File: config.mk
export PLATFORM = sky130hd
export DESIGN_NAME = radio_timing_engine_mc_flat
export DESIGN_NICKNAME = d
export VERILOG_FILES = /design/src/rtl/radio_timing_pkg.sv /design/src/rtl/radio_timing_engine_mc_if.sv /design/src/rtl/rte_channel.sv /design/src/rtl/radio_timing_engine_mc.sv /design/src/flat_wrapper.sv
export SDC_FILE = /design/constraint.sdc
export NUM_CORES = 1
export LEC_CHECK = 0
export ABC_AREA = 0
export BUFFER_PORTS_ARGS = -buffer_cell sky130_fd_sc_hd__buf_4
export CAP_MARGIN = 5
export CORE_AREA = 2 2 97 99
export DETAILED_ROUTE_END_ITERATION = 7
export DIE_AREA = 0 0 99 101
export PLACE_DENSITY = 0.53
export SLEW_MARGIN = 20
export SYNTH_ARGS = -nofsm -noshare
export SYNTH_HDL_FRONTEND = slang
export SYNTH_SLANG_ARGS = --single-unit
File: constraint.sdc
create_clock -name ck -period 2.1 [get_ports ck]
set_clock_uncertainty 0.15 [all_clocks]
set_input_delay 0.21 -clock ck [delete_from_list [all_inputs] [get_ports ck]]
set_output_delay 0.21 -clock ck [all_outputs]
set_load 0.01 [all_outputs]
File: src/rtl/radio_timing_pkg.sv
// Shared types and limits for the multi-channel radio timing engine.
package radio_timing_pkg;

  localparam int unsigned RTE_SYNC_MIN = 2;
  localparam int unsigned RTE_SYNC_MAX = 4;

  typedef enum logic [2:0] {
    StIdle,
    StWaitPll,
    StEnDly,
    StActive,
    StRxDly,
    StRxOn
  } rte_state_e;

endpackage

File: src/rtl/radio_timing_engine_mc_if.sv
// Control/status bundle between the source-side controller and the timing engine.
interface radio_timing_engine_mc_if #(
  parameter int unsigned NUM_CH = 2,
  parameter int unsigned CNT_W  = 8
);
  logic              isolateSrc;
  logic [NUM_CH-1:0] pllSettled;
  logic [NUM_CH-1:0] tArstFs;
  logic [NUM_CH-1:0] rxMode;
  logic [CNT_W-1:0]  enDelay;
  logic [CNT_W-1:0]  rxDelay;
  logic [NUM_CH-1:0] radioEnable;
  logic [NUM_CH-1:0] radioRxEn;
  logic              busy;

  modport master (
    output isolateSrc, pllSettled, tArstFs, rxMode, enDelay, rxDelay,
    input  radioEnable, radioRxEn, busy
  );

  modport slave (
    input  isolateSrc, pllSettled, tArstFs, rxMode, enDelay, rxDelay,
    output radioEnable, radioRxEn, busy
  );
endinterface

File: src/rtl/rte_channel.sv
// One radio timing channel: sequencing FSM, shared-width delay counter and
// output registers decoded from the next state.
module rte_channel
  import radio_timing_pkg::*;
#(
  parameter int unsigned CNT_W = 8
) (
  input  logic             ck,
  input  logic             arst,
  input  logic             req,
  input  logic             pll,
  input  logic             rx_mode,
  input  logic [CNT_W-1:0] en_delay,
  input  logic [CNT_W-1:0] rx_delay,
  output logic             radio_enable,
  output logic             radio_rx_en,
  output logic             busy
);

  rte_state_e       state_q, state_d;
  logic [CNT_W-1:0] cnt_q, cnt_d;

  // A zero delay bypasses the delay state; otherwise the state exits when
  // the loaded count reaches 1, giving exactly 'delay' cycles in it.
  always_comb begin
    state_d = state_q;
    cnt_d   = cnt_q;
    if (!req) begin
      state_d = StIdle;
    end else if (state_q == StIdle) begin
      state_d = StWaitPll;
    end else if (!pll) begin
      state_d = StWaitPll;
    end else begin
      case (state_q)
        StWaitPll: begin
          if (en_delay == '0) begin
            state_d = StActive;
          end else begin
            state_d = StEnDly;
            cnt_d   = en_delay;
          end
        end
        StEnDly: begin
          if (cnt_q <= CNT_W'(1)) state_d = StActive;
          else                    cnt_d   = cnt_q - CNT_W'(1);
        end
        StActive: begin
          if (rx_mode) begin
            if (rx_delay == '0) begin
              state_d = StRxOn;
            end else begin
              state_d = StRxDly;
              cnt_d   = rx_delay;
            end
          end
        end
        StRxDly: begin
          if (!rx_mode)                state_d = StActive;
          else if (cnt_q <= CNT_W'(1)) state_d = StRxOn;
          else                         cnt_d   = cnt_q - CNT_W'(1);
        end
        StRxOn: begin
          if (!rx_mode) state_d = StActive;
        end
        default: state_d = StIdle;
      endcase
    end
  end

  always_ff @(posedge ck or negedge arst) begin
    if (!arst) begin
      state_q      <= StIdle;
      cnt_q        <= '0;
      radio_enable <= 1'b0;
      radio_rx_en  <= 1'b0;
    end else begin
      state_q      <= state_d;
      cnt_q        <= cnt_d;
      radio_enable <= state_d inside {StActive, StRxDly, StRxOn};
      radio_rx_en  <= (state_d == StRxOn);
    end
  end

  assign busy = (state_q != StIdle);

endmodule

File: src/rtl/radio_timing_engine_mc.sv
// Multi-channel radio timing engine: source-domain synchronisers, isolation
// clamp with post-release guard, and NUM_CH independent sequencing channels.
module radio_timing_engine_mc
  import radio_timing_pkg::*;
#(
  parameter int unsigned NUM_CH      = 2,
  parameter int unsigned CNT_W       = 8,
  parameter int unsigned SYNC_STAGES = 2,
  parameter int unsigned GUARD_CYC   = 4
) (
  input logic                    ck,
  input logic                    arst,
  radio_timing_engine_mc_if.slave bus
);

  if (SYNC_STAGES < RTE_SYNC_MIN || SYNC_STAGES > RTE_SYNC_MAX) begin : g_bad_sync
    $error("SYNC_STAGES must be within 2..4");
  end

  localparam int unsigned GuardW = (GUARD_CYC > 0) ? $clog2(GUARD_CYC + 1) : 1;

  logic [SYNC_STAGES-1:0][NUM_CH-1:0] pll_sync_q, req_sync_q;
  logic [GuardW-1:0]                  guard_q, guard_d;
  logic                               iso_q;
  logic                               src_blocked;
  logic [NUM_CH-1:0]                  pll_eff, req_eff;
  logic [NUM_CH-1:0]                  en_vec, rx_vec, ch_busy;

  always_comb begin
    guard_d = guard_q;
    if (iso_q && !bus.isolateSrc) guard_d = GuardW'(GUARD_CYC);
    else if (guard_q != '0)       guard_d = guard_q - GuardW'(1);
  end

  always_ff @(posedge ck or negedge arst) begin
    if (!arst) begin
      pll_sync_q <= '0;
      req_sync_q <= '0;
      guard_q    <= '0;
      iso_q      <= 1'b0;
    end else begin
      pll_sync_q <= {pll_sync_q[SYNC_STAGES-2:0], bus.pllSettled};
      req_sync_q <= {req_sync_q[SYNC_STAGES-2:0], bus.tArstFs};
      guard_q    <= guard_d;
      iso_q      <= bus.isolateSrc;
    end
  end

  // iso_q covers the release cycle itself, before the guard counter has loaded.
  assign src_blocked = bus.isolateSrc | iso_q | (guard_q != '0);
  assign pll_eff     = pll_sync_q[SYNC_STAGES-1] & {NUM_CH{~src_blocked}};
  assign req_eff     = req_sync_q[SYNC_STAGES-1] & {NUM_CH{~src_blocked}};

  for (genvar c = 0; c < NUM_CH; c++) begin : g_ch
    rte_channel #(
      .CNT_W(CNT_W)
    ) u_ch (
      .ck          (ck),
      .arst        (arst),
      .req         (req_eff[c]),
      .pll         (pll_eff[c]),
      .rx_mode     (bus.rxMode[c]),
      .en_delay    (bus.enDelay),
      .rx_delay    (bus.rxDelay),
      .radio_enable(en_vec[c]),
      .radio_rx_en (rx_vec[c]),
      .busy        (ch_busy[c])
    );
  end

  assign bus.radioEnable = en_vec;
  assign bus.radioRxEn   = rx_vec;
  assign bus.busy        = |ch_busy;

endmodule
File: src/flat_wrapper.sv
// flat-port wrapper written by rule: the top's interface ports become plain ports
module radio_timing_engine_mc_flat import radio_timing_pkg::*;
#(
  parameter int unsigned NUM_CH      = 2,
  parameter int unsigned CNT_W       = 8,
  parameter int unsigned SYNC_STAGES = 2,
  parameter int unsigned GUARD_CYC   = 4
)
  (ck, arst, bus_isolateSrc, bus_pllSettled, bus_tArstFs, bus_rxMode, bus_enDelay, bus_rxDelay, bus_radioEnable, bus_radioRxEn, bus_busy);
  radio_timing_engine_mc_if #(.NUM_CH(NUM_CH), .CNT_W(CNT_W)) bus_i ();
  input logic ck;
  input logic arst;
  input wire logic [$bits(bus_i.isolateSrc)-1:0] bus_isolateSrc;
  input wire logic [$bits(bus_i.pllSettled)-1:0] bus_pllSettled;
  input wire logic [$bits(bus_i.tArstFs)-1:0] bus_tArstFs;
  input wire logic [$bits(bus_i.rxMode)-1:0] bus_rxMode;
  input wire logic [$bits(bus_i.enDelay)-1:0] bus_enDelay;
  input wire logic [$bits(bus_i.rxDelay)-1:0] bus_rxDelay;
  output wire logic [$bits(bus_i.radioEnable)-1:0] bus_radioEnable;
  output wire logic [$bits(bus_i.radioRxEn)-1:0] bus_radioRxEn;
  output wire logic [$bits(bus_i.busy)-1:0] bus_busy;
  assign bus_i.isolateSrc = bus_isolateSrc;
  assign bus_i.pllSettled = bus_pllSettled;
  assign bus_i.tArstFs = bus_tArstFs;
  assign bus_i.rxMode = bus_rxMode;
  assign bus_i.enDelay = bus_enDelay;
  assign bus_i.rxDelay = bus_rxDelay;
  assign bus_radioEnable = bus_i.radioEnable;
  assign bus_radioRxEn = bus_i.radioRxEn;
  assign bus_busy = bus_i.busy;
  radio_timing_engine_mc #(.NUM_CH(NUM_CH), .CNT_W(CNT_W), .SYNC_STAGES(SYNC_STAGES), .GUARD_CYC(GUARD_CYC)) u_core (.ck(ck), .arst(arst), .bus(bus_i));
endmodule
Word level (Yosys, flattened, before mapping)
Cells that the tools add are included.
{"block": "word_totals", "register_bits": 38, "latchBits": 0, "ram_bits": 0, "rom_bits": 0, "in_bits": 25, "output_inout_bits": 5, "word_cells": 99, "memories": 0}
{"block": "classes", "n_addsub": 3, "mul": 0, "n_div": 0, "magnitude_cmp": 2, "n_eq_ne": 24, "shifts": 0, "mux": 32, "bitwise": 7, "n_reduce_logical": 17}
{"operator": "two-way mux 8 bit", "n": 8}
{"operator": "one-hot mux 8 bit (4 select lines)", "n": 2}
{"operator": "two-way mux 3 bit", "n": 18}
{"operator": "one-hot mux 3 bit (5 select lines)", "n": 2}
{"operator": "== test 3 bit, second input constant", "n": 8}
{"operator": "== test 3 x 2 -> 1 bit, second input constant", "n": 6}
{"operator": "<= comparator 8 x 1 -> 1 bit, second input constant", "n": 2}
{"operator": "logical NOT 8 bit", "n": 2}
{"operator": "!= test 2 bit, second input constant", "n": 8}
{"operator": "AND reduction 8 bit", "n": 2}
{"operator": "subtractor 8 x 1 -> 8 bit, second input constant", "n": 2}
{"operator": "nonzero test 3 bit", "n": 5}
{"operator": "nonzero test 4 bit", "n": 2}
{"operator": "== test 3 x 1 -> 1 bit, second input constant", "n": 2}
{"operator": "logical NOT 3 bit", "n": 2}
{"operator": "AND 2 bit", "n": 2}
{"operator": "NOT 1 bit", "n": 3}
{"operator": "subtractor 3 x 1 -> 3 bit, second input constant", "n": 1}
{"operator": "two-way mux 1 bit", "n": 2}
{"operator": "OR 1 bit", "n": 2}
{"operator": "nonzero test 2 bit", "n": 1}
{"operator": "OR reduction 2 bit", "n": 1}
{"operator": "logical AND 1 bit", "n": 1}
{"operator": "logical NOT 1 bit", "n": 1}

Logic depth before layout (Yosys ltp)
{"block": "depth", "depth_word": 9, "depth_mapped": 8, "depth_no_buf": 7}

By module
Synthesis repeated with hierarchy kept, for this count alone.
{"block": "hier_totals", "cells_unflattened": 285, "area_unflattened_um2": 2570.0}
{"module": "rte_channel at u_core.g_ch[0].u_ch", "instances": 1, "cells_per_inst": 128, "area_each_um2": 1102.3, "seq_area_each_um2": 325.3}
{"module": "rte_channel at u_core.g_ch[1].u_ch", "instances": 1, "cells_per_inst": 126, "area_each_um2": 1027.2, "seq_area_each_um2": 325.3}
{"module": "radio_timing_engine_mc", "instances": 1, "cells_per_inst": 31, "area_each_um2": 440.4, "seq_area_each_um2": 300.3}

Least setup slack after synthesis
OpenSTA, ideal clock, no wires.
{"block": "synth_timing", "path_type": "register -> register", "from": "reg u_core.guard_q[0]", "to": "reg u_core.g_ch[0].u_ch.cnt_q[0]", "setup_time_ns": 0.128, "arrival_time_ns": 1.974, "t_required_ns": 1.822, "path_slack_ns": -0.152, "path_stages_with_launch": 9, "path_buffers": 1, "period_less_slack_ns": 2.252, "path_cell_list": "dfrtp_1 -> inv_1 -> ha_1 -> nor4b_4 -> o2111ai_1 -> nor2_1 -> and3_1 -> buf_2 -> mux2_1"}
{"block": "synth_via", "elab_chain_len": 5, "word_cells_on_any_way": 6, "cone_classes": "4 x bitwise; 2 x reduce/logical"}
{"element": "start, declared", "line_no": "radio_timing_engine_mc.sv:23", "source": "logic [GuardW-1:0] guard_q, guard_d;"}
{"element": "start signal, assigned", "line_no": "radio_timing_engine_mc.sv:44", "source": "guard_q <= guard_d;"}
{"element": "nonzero test 3 bit (*)", "line_no": "radio_timing_engine_mc.sv:50", "source": "assign src_blocked = bus.isolateSrc | iso_q | (guard_q != '0);"}
{"element": "OR 1 bit (*)", "line_no": "radio_timing_engine_mc.sv:50"}
{"element": "NOT 1 bit (*)", "line_no": "radio_timing_engine_mc.sv:51, radio_timing_engine_mc.sv:52"}
{"element": "AND 2 bit, on equally long branches", "line_no": "radio_timing_engine_mc.sv:52, radio_timing_engine_mc.sv:51"}
{"element": "AND reduction 8 bit (no line) (*)"}
{"element": "end signal, assigned", "line_no": "rte_channel.sv:79", "source": "cnt_q <= cnt_d;"}
{"element": "end, declared", "line_no": "rte_channel.sv:21", "source": "logic [CNT_W-1:0] cnt_q, cnt_d;"}
Mark *: on every way between the ends. The rest lies on a longest branch, timed or not.
A chain may end at the register's enable or synchronous reset.

Worst setup path in the final report
Ends and elaborated chain as after synthesis.

==> results.ini <==
[global_route]
track_usage_pct=16.9
grt.overflow.total=0
grt_pass1_wl_um=13400
grt_max_degree=39
antenna_found_initial=0
grt_pass1_vias=2651

[detailed_routing]
drt-initial-drc-count=144
viasPerCell=5.34
dr.pass1.iters=4
antenna_left=0
wl_per_cell_um=16.7
dr_total_vias=2610
drc=0
routed_wl_um=8150

[final_layout]
multi_input_area_um2=1610
final_nets=410
areaGrowthSynthToFinish_pct=37.3
drive_gt1_share_pct=33.6
ff_latch_area_um2=953
instances_no_fill=489
utilization_pct=40.0
diodes=0
fillers=920

[flow_run]
max_cap_viol_count=0

[timing]
fmax_mhz=493
slew_viol_final=0
relSlewSlack_pct=66.6
finalHoldViolCount=0
finalSetupViolCount=0
whs_ps=78.8
fin_crit_ps=2030
post-route-period-util_pct=96.7
rsz0062_at_grt=true
tightest_slew_ps=500
fin_ws_ps=69.9
setup-tns-final_ps=0

[place]
numPortBuffers=29
dp.cells=469
gp_congestion=0.915
hpwl_um=6250
place_ws_ps=-98.5

[critical_path]
criticalPathCategory=reg2reg
end_kind=flop
critPathLaunchType=flop
worstReg2RegStart=u_core.guard_q[0]
cp_max_fo=4
crit_required_ps=2130
critPathLaunch=u_core.guard_q[0]
arrival_ps=2060

[yosys]
synth_top_area_share_pct=36.4
ys_async_sr_fraction_pct=100
synth_flop_cell=dfrtp_1
avgSynthCellArea_um2=8.75
syn_inst=299
synth-edff-count=0
yosys_warnings=0
synth_top_area_cell=dfrtp_1
synth-seq-cells=38
synth_area_um2=2620
synthesis.nets=332
synth.area.top_cells=dfrtp_1 36%, ha_1 3.8%, o21ai_0 3.4%
seq_area_frac_synth_pct=36.4
synth_cell_types=65

[cts]
numCtsBuffers=5
clkTransAtPathRegs_ps=80
htree_levels=2
insertion_delay_ps=290
cts_sinks=38
clk_path_buf_depth=2
clock-root-buffer=clkbuf_8
cts_tree=built

[hold_path]
hold_start=bus_rxMode[1]
hold_path.class=in2reg

[die]
fp.coreArea_um2=8980
dieArea_um2=10000
die_x_um=99
row_count=35
start_util_pct=29.1
dieHeight_um=101
io_pins=30

[power]
p_leak_nw=1.61
p_seq_share_pct=43.2
switching_share_pct=26.8
p_sw_mw=0.510
ir_drop_mv=0.286
p_clk_share_pct=32.4
internal-power_mw=1.39
combPwrFrac_pct=24.4
power_density_nw_per_um2=529

[run_status]
status=completed

## final cells by class
| class | count | share of cell area [%] |
|---|---|---|
| multi-input cells | 219 | 44.8 |
| well taps | 111 | 3.87 |
| repair buffers | 90 | 19.4 |
| clock inverters | 1 | 0.837 |
| inverters | 23 | 2.41 |
| flip-flops and latches | 38 | 26.6 |
| clock buffers | 7 | 2.13 |
## Yosys cell counts, drive strengths merged (4+ instances only)
cell type  count
nand2b         6
buf           11
or3            4
nor3           8
clkbuf         8
o22ai          8
nor2b          4
nand2         20
inv           23
dfrtp         38
a31oi         11
nor2          22
a22o           5
a22oi          4
o21ai         20
nor4           4
nand4          4
a211oi         7
ha             8
a21oi         13
nand3         11
## layer usage
metal	GRT usage, %	wire [um]	up-vias
met3	2.84	308	13
met5	0	0	-
met4	6.01	195	0
met1	21.3	3650	1255
li1	-	-	1279
met2	29.3	4000	63
## cells in the final DEF, fill, tap and decap left out, drive strengths merged, types with 3 or more instances in the layout
| cell type | synthesis | routed |
|---|---|---|
| o41ai | 3 | 3 |
| nand4 | 4 | 4 |
| nor2b | 4 | 4 |
| nor3 | 8 | 8 |
| a22o | 5 | 5 |
| clkbuf | 8 | 7 |
| xnor2 | 3 | 3 |
| a41oi | 3 | 3 |
| a211oi | 7 | 7 |
| ha | 8 | 8 |
| o211ai | 3 | 3 |
| nand2b | 6 | 6 |
| and2 | 3 | 3 |
| or4 | 3 | 3 |
| nor4 | 4 | 4 |
| or3 | 4 | 4 |
| a21oi | 13 | 13 |
| nor4b | 3 | 3 |
| inv | 23 | 23 |
| and3 | 3 | 3 |
| a31oi | 11 | 11 |
| nand3 | 11 | 11 |
| o21ai | 20 | 20 |
| o22ai | 8 | 8 |
| dlygate4sd3 | 0 | 6 |
| dfrtp | 38 | 38 |
| nand2 | 20 | 20 |
| nand3b | 3 | 3 |
| nor2 | 22 | 22 |
| buf | 11 | 84 |
| a22oi | 4 | 4 |
## sequential cells by signal, indices dropped and copies added (netlist names)
name                           count
u_core.g_ch.u_ch.cnt_q            16
u_core.g_ch.u_ch.radio_enable      2
u_core.g_ch.u_ch.radio_rx_en       2
u_core.g_ch.u_ch.state_q           6
u_core.guard_q                     3
u_core.iso_q                       1
u_core.pll_sync_q                  4
u_core.req_sync_q                  4
## metrics by stage
stage | instance area [um2] | total power, mW
finish | 3590 | 1.90
global route | 3590 | 2.02
CTS | 3480 | 1.89
detailed placement | 3260 | 1.19
global placement | 3260 | 1.19
floorplan | 2650 | 1.02
## cell families after synthesis
logic type	after synthesis	share of synthesized area, %
compound gates	102	27.8
simple gates	101	21.8
buf+inv	42	7.27
flops	38	36.4
fa+ha+maj	8	3.83
xor+xnor	5	1.67
mux	3	1.24
## final timing paths
path	to	slack (ps)	cells past startpoint
max	u_core.g_ch[0].u_ch.cnt_q[0]	70	8
min	u_core.g_ch[1].u_ch.state_q[2]	80	3
max reg2reg	u_core.g_ch[0].u_ch.cnt_q[0]	70	8
min reg2reg	u_core.req_sync_q[2]	200	0
max in group asynchronous	u_core.g_ch[1].u_ch.state_q[2]	1140	2
min in group asynchronous	u_core.g_ch[0].u_ch.cnt_q[3]	270	2
## what timing repair did
action / CTS / global route
endpoints found under the setup margin: 11 / 19
endpoints found under the hold margin: 43 / 0
hold buffers: 6 / 0
setup buffers: 3 / 3
pin swaps: 4 / 5
cloned: 0 / 0
resized for setup: 9 / 17
## power groups by stage
stage	logic (mW)	clock network [mW]	registers, mW
final	0.464	0.616	0.821
after global routing	0.517	0.676	0.830
after CTS	0.422	0.646	0.819
after detailed placement	0.361	0	0.831
after global placement	0.356	0	0.830
after floorplan	0.191	0	0.825
## critical path, cell delays in order (launching register included)
cell and delay [ps]:
dfrtp_1 390, inv_2 90, ha_4 130, nor4b_4 170, buf_4 180, o2111ai_4 130
nor2_2 150, and3_4 220, mux2_4 300
No activity file was read; power rests on OpenSTA's default activity.
